===== src/rtl/apb_master_requester_if.sv =====
// Bundle of the command/response handshakes and the APB4 bus seen by the requester.
// The master modport is the requester's view; the slave modport is the completer/driver side.
interface apb_master_requester_if #(
    parameter int PDATA_SIZE = 32
);
    logic                    cmd_valid;
    logic                    cmd_ready;
    logic                    cmd_write;
    logic [PDATA_SIZE-1:0]   cmd_addr;
    logic [PDATA_SIZE-1:0]   cmd_wdata;
    logic [PDATA_SIZE/8-1:0] cmd_strb;
    logic [2:0]              cmd_prot;

    logic                    rsp_valid;
    logic                    rsp_ready;
    logic [PDATA_SIZE-1:0]   rsp_rdata;
    logic                    rsp_err;
    logic                    rsp_timeout;

    logic                    PSEL;
    logic                    PENABLE;
    logic                    PWRITE;
    logic [2:0]              PPROT;
    logic [PDATA_SIZE-1:0]   PADDR;
    logic [PDATA_SIZE-1:0]   PWDATA;
    logic [PDATA_SIZE/8-1:0] PSTRB;
    logic [PDATA_SIZE-1:0]   PRDATA;
    logic                    PREADY;
    logic                    PSLVERR;

    modport master (
        input  cmd_valid, cmd_write, cmd_addr, cmd_wdata, cmd_strb, cmd_prot,
        output cmd_ready,
        output rsp_valid, rsp_rdata, rsp_err, rsp_timeout,
        input  rsp_ready,
        output PSEL, PENABLE, PWRITE, PPROT, PADDR, PWDATA, PSTRB,
        input  PRDATA, PREADY, PSLVERR
    );

    modport slave (
        output cmd_valid, cmd_write, cmd_addr, cmd_wdata, cmd_strb, cmd_prot,
        input  cmd_ready,
        input  rsp_valid, rsp_rdata, rsp_err, rsp_timeout,
        output rsp_ready,
        input  PSEL, PENABLE, PWRITE, PPROT, PADDR, PWDATA, PSTRB,
        output PRDATA, PREADY, PSLVERR
    );
endinterface


===== src/rtl/apb_master_requester.sv =====
// APB4 requester: one command at a time through SETUP/ACCESS, optional ACCESS timeout,
// result held on a valid/ready response port until consumed.
module apb_master_requester #(
    parameter int PDATA_SIZE     = 32,
    parameter int TIMEOUT_CYCLES = 16
) (
    input  logic                  PCLK,
    input  logic                  PRESET,
    apb_master_requester_if.master bus
);

    localparam int STRB_W = PDATA_SIZE / 8;
    // A zero timeout still needs a legal (1-bit) counter even though it is never compared.
    localparam int CNT_W  = (TIMEOUT_CYCLES > 0) ? $clog2(TIMEOUT_CYCLES + 1) : 1;
    localparam logic [CNT_W-1:0] CNT_LAST = (TIMEOUT_CYCLES > 0) ? CNT_W'(TIMEOUT_CYCLES - 1) : '0;
    localparam logic [CNT_W-1:0] CNT_MAX  = '1;

    localparam logic [1:0] ST_IDLE   = 2'd0;
    localparam logic [1:0] ST_SETUP  = 2'd1;
    localparam logic [1:0] ST_ACCESS = 2'd2;
    localparam logic [1:0] ST_RESP   = 2'd3;

    logic [1:0]            state;
    logic [CNT_W-1:0]      wait_cnt;

    logic                  psel_q;
    logic                  penable_q;
    logic                  pwrite_q;
    logic [2:0]            pprot_q;
    logic [PDATA_SIZE-1:0] paddr_q;
    logic [PDATA_SIZE-1:0] pwdata_q;
    logic [STRB_W-1:0]     pstrb_q;

    logic                  rsp_valid_q;
    logic [PDATA_SIZE-1:0] rsp_rdata_q;
    logic                  rsp_err_q;
    logic                  rsp_timeout_q;

    logic                  completer_done;

    // The completer's response is only meaningful in a genuine ACCESS cycle.
    assign completer_done = psel_q && penable_q && bus.PREADY;

    // Transfer sequencing: every bus and response output is a register written here.
    always_ff @(posedge PCLK or posedge PRESET) begin
        if (PRESET) begin
            state         <= ST_IDLE;
            wait_cnt      <= '0;
            psel_q        <= 1'b0;
            penable_q     <= 1'b0;
            pwrite_q      <= 1'b0;
            pprot_q       <= '0;
            paddr_q       <= '0;
            pwdata_q      <= '0;
            pstrb_q       <= '0;
            rsp_valid_q   <= 1'b0;
            rsp_rdata_q   <= '0;
            rsp_err_q     <= 1'b0;
            rsp_timeout_q <= 1'b0;
        end else begin
            case (state)
                ST_IDLE: begin
                    if (bus.cmd_valid) begin
                        paddr_q   <= bus.cmd_addr;
                        pwrite_q  <= bus.cmd_write;
                        pwdata_q  <= bus.cmd_wdata;
                        pprot_q   <= bus.cmd_prot;
                        pstrb_q   <= bus.cmd_write ? bus.cmd_strb : '0;
                        psel_q    <= 1'b1;
                        penable_q <= 1'b0;
                        state     <= ST_SETUP;
                    end
                end

                ST_SETUP: begin
                    penable_q <= 1'b1;
                    wait_cnt  <= '0;
                    state     <= ST_ACCESS;
                end

                ST_ACCESS: begin
                    if (completer_done) begin
                        rsp_rdata_q   <= pwrite_q ? '0 : bus.PRDATA;
                        rsp_err_q     <= bus.PSLVERR;
                        rsp_timeout_q <= 1'b0;
                        rsp_valid_q   <= 1'b1;
                        psel_q        <= 1'b0;
                        penable_q     <= 1'b0;
                        state         <= ST_RESP;
                    end else if ((TIMEOUT_CYCLES != 0) && (wait_cnt == CNT_LAST)) begin
                        rsp_rdata_q   <= '0;
                        rsp_err_q     <= 1'b1;
                        rsp_timeout_q <= 1'b1;
                        rsp_valid_q   <= 1'b1;
                        psel_q        <= 1'b0;
                        penable_q     <= 1'b0;
                        state         <= ST_RESP;
                    end else if (wait_cnt != CNT_MAX) begin
                        wait_cnt <= wait_cnt + 1'b1;
                    end
                end

                ST_RESP: begin
                    if (bus.rsp_ready) begin
                        rsp_valid_q <= 1'b0;
                        state       <= ST_IDLE;
                    end
                end

                default: begin
                    state <= ST_IDLE;
                end
            endcase
        end
    end

    // Gated by PRESET so that every output reads 0 while reset is held.
    assign bus.cmd_ready   = (state == ST_IDLE) && !PRESET;

    assign bus.PSEL        = psel_q;
    assign bus.PENABLE     = penable_q;
    assign bus.PWRITE      = pwrite_q;
    assign bus.PPROT       = pprot_q;
    assign bus.PADDR       = paddr_q;
    assign bus.PWDATA      = pwdata_q;
    assign bus.PSTRB       = pstrb_q;

    assign bus.rsp_valid   = rsp_valid_q;
    assign bus.rsp_rdata   = rsp_rdata_q;
    assign bus.rsp_err     = rsp_err_q;
    assign bus.rsp_timeout = rsp_timeout_q;

endmodule


===== src/flat_wrapper.sv =====
// flat-port wrapper written by rule: the top's interface ports become plain ports
module apb_master_requester_flat 
#(
    parameter int PDATA_SIZE     = 32,
    parameter int TIMEOUT_CYCLES = 16
)
  (PCLK, PRESET, bus_cmd_valid, bus_cmd_write, bus_cmd_addr, bus_cmd_wdata, bus_cmd_strb, bus_cmd_prot, bus_cmd_ready, bus_rsp_valid, bus_rsp_rdata, bus_rsp_err, bus_rsp_timeout, bus_rsp_ready, bus_PSEL, bus_PENABLE, bus_PWRITE, bus_PPROT, bus_PADDR, bus_PWDATA, bus_PSTRB, bus_PRDATA, bus_PREADY, bus_PSLVERR);
  apb_master_requester_if #(.PDATA_SIZE(PDATA_SIZE)) bus_i ();
  input  logic PCLK;
  input  logic PRESET;
  input wire logic [$bits(bus_i.cmd_valid)-1:0] bus_cmd_valid;
  input wire logic [$bits(bus_i.cmd_write)-1:0] bus_cmd_write;
  input wire logic [$bits(bus_i.cmd_addr)-1:0] bus_cmd_addr;
  input wire logic [$bits(bus_i.cmd_wdata)-1:0] bus_cmd_wdata;
  input wire logic [$bits(bus_i.cmd_strb)-1:0] bus_cmd_strb;
  input wire logic [$bits(bus_i.cmd_prot)-1:0] bus_cmd_prot;
  output wire logic [$bits(bus_i.cmd_ready)-1:0] bus_cmd_ready;
  output wire logic [$bits(bus_i.rsp_valid)-1:0] bus_rsp_valid;
  output wire logic [$bits(bus_i.rsp_rdata)-1:0] bus_rsp_rdata;
  output wire logic [$bits(bus_i.rsp_err)-1:0] bus_rsp_err;
  output wire logic [$bits(bus_i.rsp_timeout)-1:0] bus_rsp_timeout;
  input wire logic [$bits(bus_i.rsp_ready)-1:0] bus_rsp_ready;
  output wire logic [$bits(bus_i.PSEL)-1:0] bus_PSEL;
  output wire logic [$bits(bus_i.PENABLE)-1:0] bus_PENABLE;
  output wire logic [$bits(bus_i.PWRITE)-1:0] bus_PWRITE;
  output wire logic [$bits(bus_i.PPROT)-1:0] bus_PPROT;
  output wire logic [$bits(bus_i.PADDR)-1:0] bus_PADDR;
  output wire logic [$bits(bus_i.PWDATA)-1:0] bus_PWDATA;
  output wire logic [$bits(bus_i.PSTRB)-1:0] bus_PSTRB;
  input wire logic [$bits(bus_i.PRDATA)-1:0] bus_PRDATA;
  input wire logic [$bits(bus_i.PREADY)-1:0] bus_PREADY;
  input wire logic [$bits(bus_i.PSLVERR)-1:0] bus_PSLVERR;
  assign bus_i.cmd_valid = bus_cmd_valid;
  assign bus_i.cmd_write = bus_cmd_write;
  assign bus_i.cmd_addr = bus_cmd_addr;
  assign bus_i.cmd_wdata = bus_cmd_wdata;
  assign bus_i.cmd_strb = bus_cmd_strb;
  assign bus_i.cmd_prot = bus_cmd_prot;
  assign bus_cmd_ready = bus_i.cmd_ready;
  assign bus_rsp_valid = bus_i.rsp_valid;
  assign bus_rsp_rdata = bus_i.rsp_rdata;
  assign bus_rsp_err = bus_i.rsp_err;
  assign bus_rsp_timeout = bus_i.rsp_timeout;
  assign bus_i.rsp_ready = bus_rsp_ready;
  assign bus_PSEL = bus_i.PSEL;
  assign bus_PENABLE = bus_i.PENABLE;
  assign bus_PWRITE = bus_i.PWRITE;
  assign bus_PPROT = bus_i.PPROT;
  assign bus_PADDR = bus_i.PADDR;
  assign bus_PWDATA = bus_i.PWDATA;
  assign bus_PSTRB = bus_i.PSTRB;
  assign bus_i.PRDATA = bus_PRDATA;
  assign bus_i.PREADY = bus_PREADY;
  assign bus_i.PSLVERR = bus_PSLVERR;
  apb_master_requester #(.PDATA_SIZE(PDATA_SIZE), .TIMEOUT_CYCLES(TIMEOUT_CYCLES)) u_core (.PCLK(PCLK), .PRESET(PRESET), .bus(bus_i));
endmodule

===== config.mk =====
export PLATFORM = sky130hd
export DESIGN_NAME = apb_master_requester_flat
export DESIGN_NICKNAME = d
export VERILOG_FILES = /design/src/rtl/apb_master_requester_if.sv /design/src/rtl/apb_master_requester.sv /design/src/flat_wrapper.sv
export SDC_FILE = /design/constraint.sdc
export NUM_CORES = 1
export LEC_CHECK = 0
export CAP_MARGIN = 20
export CORE_MARGIN = 1.5
export CORE_UTILIZATION = 44
export DETAILED_ROUTE_END_ITERATION = 16
export HOLD_SLACK_MARGIN = 0.15
export PLACE_DENSITY = 0.86
export SYNTH_ARGS = -nofsm -noshare
export SYNTH_HDL_FRONTEND = slang
export SYNTH_SLANG_ARGS = --single-unit

===== constraint.sdc =====
create_clock -name PCLK -period 11.9 [get_ports PCLK]
set_input_delay 2.38 -clock PCLK [delete_from_list [all_inputs] [get_ports PCLK]]
set_output_delay 2.38 -clock PCLK [all_outputs]
set_load 0.02 [all_outputs]

### After elaboration in Yosys (flattened, before gate mapping)

Cells that the tools add are included.

| word-level totals | value |
|---|---|
| register bits after elaboration | 116 |
| output and inout port bits | 110 |

| operators by class | value |
|---|---|
| add/subtract/negate cells | 1 |
| equal/unequal tests | 11 |
| mux-type cells | 25 |
| reductions and logical operators | 17 |

Operators by type and width:

| kind | count |
|---|---|
| $mux W32 | 3 |
| $mux W5 | 3 |
| $reduce_and A3 Y1 | 4 |
| $pmux W5 S2 | 1 |
| $mux W1 | 9 |
| $mux W2 | 4 |
| $ne A2 B2 Y1 const B | 4 |
| $pmux W2 S4 | 1 |
| $reduce_bool A2 Y1 | 4 |
| $add A5 B1 Y5 const B | 1 |
| $eq A5 B4 Y1 const B | 1 |
| $ne A5 B5 Y1 const B | 1 |
| $eq A2 B2 Y1 const B | 2 |
| $mux W4 | 1 |
| $pmux W1 S2 | 2 |
| $reduce_and A2 Y1 | 2 |
| $reduce_and A4 Y1 | 1 |
| $logic_and A1 B1 Y1 | 3 |
| $ne A3 B1 Y1 const B | 1 |
| $pmux W1 S3 | 1 |
| $reduce_bool A3 Y1 | 1 |
| $eq A2 B1 Y1 const B | 1 |
| $logic_not A2 Y1 | 1 |
| $ne A2 B1 Y1 const B | 1 |
| $logic_not A1 Y1 | 1 |

### Logic depth before layout (Yosys ltp)

| logic depth | value |
|---|---|
| depth after elaboration | 5 |
| depth in mapped cells | 7 |

### Least setup slack after synthesis

OpenSTA, ideal clock, no wires.

| timing path | value |
|---|---|
| path type | input -> output |
| start point | input PRESET |
| end point | output bus_cmd_ready |
| arrival time | 2.684 ns |
| data required time | 9.520 ns |
| setup slack | 6.836 ns |
| stages | 1 |
| path buffers | 0 |
| cells stage by stage | nor2b_1 |

| on the way | value |
|---|---|
| cells in the longest elaborated chain, start to end | 2 |

RTL lines:

| item | RTL line | text |
|---|---|---|
| start, declared | flat_wrapper.sv:10 | `input logic PRESET;` |
| $logic_not A1 Y1 (no source line) | n/a |  |
| $logic_and A1 B1 Y1 | apb_master_requester.sv:118 | `assign bus.cmd_ready = (state == ST_IDLE) && !PRESET;` |
| end, declared | flat_wrapper.sv:17 | `output wire logic [$bits(bus_i.cmd_ready)-1:0] bus_cmd_ready;` |

Every way passes these cells.

### Worst setup path after layout

Ends and elaborated chain as after synthesis.

==> flow_summary.yaml <==
outcome:
  run_status: "finished, final reports clean"
place:
  place.detailed.hpwl_um: 8082
  gp_congestion: 0.7715
  numPortBuffers: 219
  dpl_cell_area_mm2: 0.006883
synthesis:
  share_of_the_synthesized_area_in_compound_gates_ao_oa_aoi_oai: 0.09774
  yosysMostFrequentCell: "sky130_fd_sc_hd__dfrtp_1"
  part_of_the_yosys_area_used_for_sequential_elements: 0.6316
  synth_enable_flop_cells: 0
  ys_dominant_reg_cell: "sky130_fd_sc_hd__dfrtp_1"
  netlist_top_cells_area: "sky130_fd_sc_hd__dfrtp_1, sky130_fd_sc_hd__mux2_2, sky130_fd_sc_hd__a22o_1"
  synth-async-reset-ratio: 1.000
  netlist_area_mm2: 0.004596
  synthMuxAreaShare: 0.1781
  ys_seq_elements: 116
  synth_adder_area_share: 0.02450
  synthSimpleGateAreaFrac: 0.03703
  yosysWarningCount: 0
  syn-num-nets: 430
  synth.lib_cells_used.distinct: 37
  largest_family_of_logic_cells_by_synthesized_area: "multiplexers"
  synth_largest_area_cell: "sky130_fd_sc_hd__dfrtp_1"
  syn_area_per_cell_um2: 14.78
  post-synth-top-area-fraction: 0.6316
  post_synth_xor_area_fraction: 0.001906
  synth.cells.most_frequent: "sky130_fd_sc_hd__dfrtp_1, sky130_fd_sc_hd__mux2_2, sky130_fd_sc_hd__a22o_1"
  synthesis.instances: 311
global_route:
  overflow: 0
  via_count_of_the_first_global_routing_pass: 3617
  use_met2: 0.3576
  antenna_found_initial: 0
  grt_start_max_net_pins: 77
  global_route.usage.met1: 0.2475
  total_global_routing_track_utilization: 0.2143
  busiest_layer: "met2"
  grtUsageMet3: 0.08484
  wire_length_of_the_first_global_routing_pass_um: 18410
clock_network:
  cts_root_buf: "sky130_fd_sc_hd__clkbuf_8"
  post-cts-setup-buffers: 0
  clk-insertion-delay-late_ns: 0.49
  cts.hold.buffers_added: 0
  cts_buffers: 17
  sinks_on_clock_net: 116
  postCtsResizedCells: 0
  clk_transition_reported_paths_ns: 0.05
  cts_max_level: 4
  tritoncts: "done"
  clock_tree.buffer_depth: 2
setup_path:
  worst-setup-path-type: "input port to output pin"
  worst-endpoint-arrival_ns: 3.58
  cp_data_required_time_ns: 9.52
  critical_path.cell_chain: "clkdlybuf4s50_1 > nor2b_1 > clkdlybuf4s50_1"
  critical_path.slowest_cell: "sky130_fd_sc_hd__clkdlybuf4s50_1"
  critical-path-top-cell-by-count: "sky130_fd_sc_hd__clkdlybuf4s50_1"
  timing.critical_path.from_type: "input port"
  critical_path.max_fanout: 2
  worst_path_largest_cell_delay_ns: 0.60
  worst_setup_path_end_kind: "output pin"
sta:
  final_hold_viol_count: 0
  fin_setup_tns_ns: 0
  rsz_0062_raised_after_global_routing: "false"
  final_period_minus_worst_setup_slack_ns: 5.960
  final.period_utilization: 0.5008
  max_slew_margin: 0.3544
  setup-violations-final: 0
  max_clock_freq_mhz: 167.8
  worstMarginPinSlew_ns: 0.9684
  worst_clock_skew_ns: 0.008939
  final_max_slew_viol_count: 0
layout:
  antenna-diode-count: 0
  total_nets_final: 655
  layout-area-overhead-vs-synth_pct: 63.65
  final_layout_size_suffix_gt1_frac: 0.1858
  fillerInstances: 666
  finish.instance_area_mm2: 0.007521
power_and_ir_drop:
  power.ir.vdd_worst_uv: 156.0
  power_per_cell_area_mw_per_mm2: 276.6
  finalPower_w: 0.002080
  static_power_due_to_leakage_nw: 3.265
drt:
  drt_iter0_markers: 143
  first_pass_iters: 4
  vias_per_cell: 5.016
  num_vias: 3436
  antenna_left: 0
  aggregate_routed_wire_length_um: 11500
  drc_errors: 0
  avgRoutedWirePerCell_um: 16.79
run:
  max_cap_viol_count: 0
worst_hold_path:
  min-delay-path-class: "register to register"
floorplanning:
  pin_count: 220
  dieHeight_um: 105.2
  core_region_mm2: 0.01023
  floorplan.rows: 37
  initial_utilization: 0.4492
  die_w_um: 105.2
  die_area_mm2: 0.01107
-- metal layers --
| layer | up-vias | part of all wire |
|---|---|---|
| met5 | - | 0 |
| met4 | 0 | 0.016 |
| met3 | 13 | 0.087 |
| met2 | 157 | 0.50 |
| met1 | 1686 | 0.39 |
| li1 | 1580 | - |
-- flip-flops by register name, indices dropped and copies added (netlist names) --
| signal | cells |
|---|---|
| u_core.bus.PADDR | 32 |
| u_core.bus.PENABLE | 1 |
| u_core.bus.PPROT | 3 |
| u_core.bus.PSEL | 1 |
| u_core.bus.PSTRB | 4 |
| u_core.bus.PWDATA | 32 |
| u_core.bus.PWRITE | 1 |
| u_core.bus.rsp_err | 1 |
| u_core.bus.rsp_rdata | 32 |
| u_core.bus.rsp_timeout | 1 |
| u_core.bus.rsp_valid | 1 |
| u_core.state | 2 |
| u_core.wait_cnt | 5 |
-- logic make-up (layout without fill, tap and decap cells) --
family / count (synthesis) / in the layout
AO/OA/AOI/OAI: 55 / 55
XOR/XNOR: 1 / 1
adder cells (fa/ha/maj): 9 / 9
buffers and inverters: 25 / 263
flip-flops: 116 / 116
multiplexers: 73 / 73
AND/OR/NAND/NOR: 32 / 32
-- power breakdown --
group	total (W)	leakage [nW]	switching, W	internal [W]
Clock	0.000527	0.305	0.000176	0.000352
Sequential	0.000662	1.43	0.0000981	0.000564
Combinational	0.000891	1.53	0.000421	0.000470
Total	0.00208	3.26	0.000694	0.00139
-- placed cells by master, fill, tap and decap left out, types with 2 or more instances in the layout --
master,count
sky130_fd_sc_hd__nor2b_1,2
sky130_fd_sc_hd__clkinv_4,3
sky130_fd_sc_hd__ha_1,9
sky130_fd_sc_hd__nor2_1,3
sky130_fd_sc_hd__a31oi_1,2
sky130_fd_sc_hd__bufinv_16,4
sky130_fd_sc_hd__mux2i_1,3
sky130_fd_sc_hd__a22o_1,33
sky130_fd_sc_hd__mux2_1,10
sky130_fd_sc_hd__o311ai_0,2
sky130_fd_sc_hd__nand2_1,16
sky130_fd_sc_hd__dfrtp_1,116
sky130_fd_sc_hd__and3_1,2
sky130_fd_sc_hd__buf_4,2
sky130_fd_sc_hd__o21ai_1,6
sky130_fd_sc_hd__clkinv_2,3
sky130_fd_sc_hd__mux2_2,60
sky130_fd_sc_hd__nand3_1,2
sky130_fd_sc_hd__clkbuf_16,16
sky130_fd_sc_hd__inv_1,6
sky130_fd_sc_hd__clkbuf_8,3
sky130_fd_sc_hd__inv_2,2
sky130_fd_sc_hd__a21oi_1,3
sky130_fd_sc_hd__clkdlybuf4s50_1,219
-- per-stage QoR --
step	std cells	util	setup slack [ns]	hold slack, ns
finish	685	0.7351	5.940	0.4864
global route	685	0.7351	5.876	0.5100
CTS	684	0.7336	5.935	0.4927
detailed placement	652	0.6727	5.942	0.4787
global placement	652	0.6727	5.943	0.4658
floorplan	311	-	6.448	0.4948
-- final timing paths --
path	from	endpoint	slack (ns)	cells after the start
max in group asynchronous	PRESET	u_core.bus.PWDATA[4]	8.30	3
min in group asynchronous	PRESET	u_core.bus.PADDR[27]	2.34	2
hold / removal	u_core.bus.PSTRB[3]	u_core.bus.PSTRB[3]	0.49	2
setup / recovery	PRESET	bus_cmd_ready	5.94	3
hold reg to reg	u_core.bus.PSTRB[3]	u_core.bus.PSTRB[3]	0.49	2
setup reg to reg	u_core.state[0]	u_core.bus.rsp_rdata[18]	9.66	5
-- worst max-delay path, delay by kind of cell --
family,cells,cell delay (ns)
buffers and inverters,2,1.06
and+or+nand+nor,1,0.13
-- area by class of cell --
type	instances	area, um^2	share of cell area
Timing Repair Buffer	222	2222	0.2955
Clock buffer	20	445.4	0.05922
Inverter	9	36.28	0.004824
Clock inverter	12	177.7	0.02362
Tap cell	136	170.2	0.02263
Sequential cell	116	2903	0.3860
Multi-Input combinational cell	170	1567	0.2083
(Power assumes the default switching activity.)
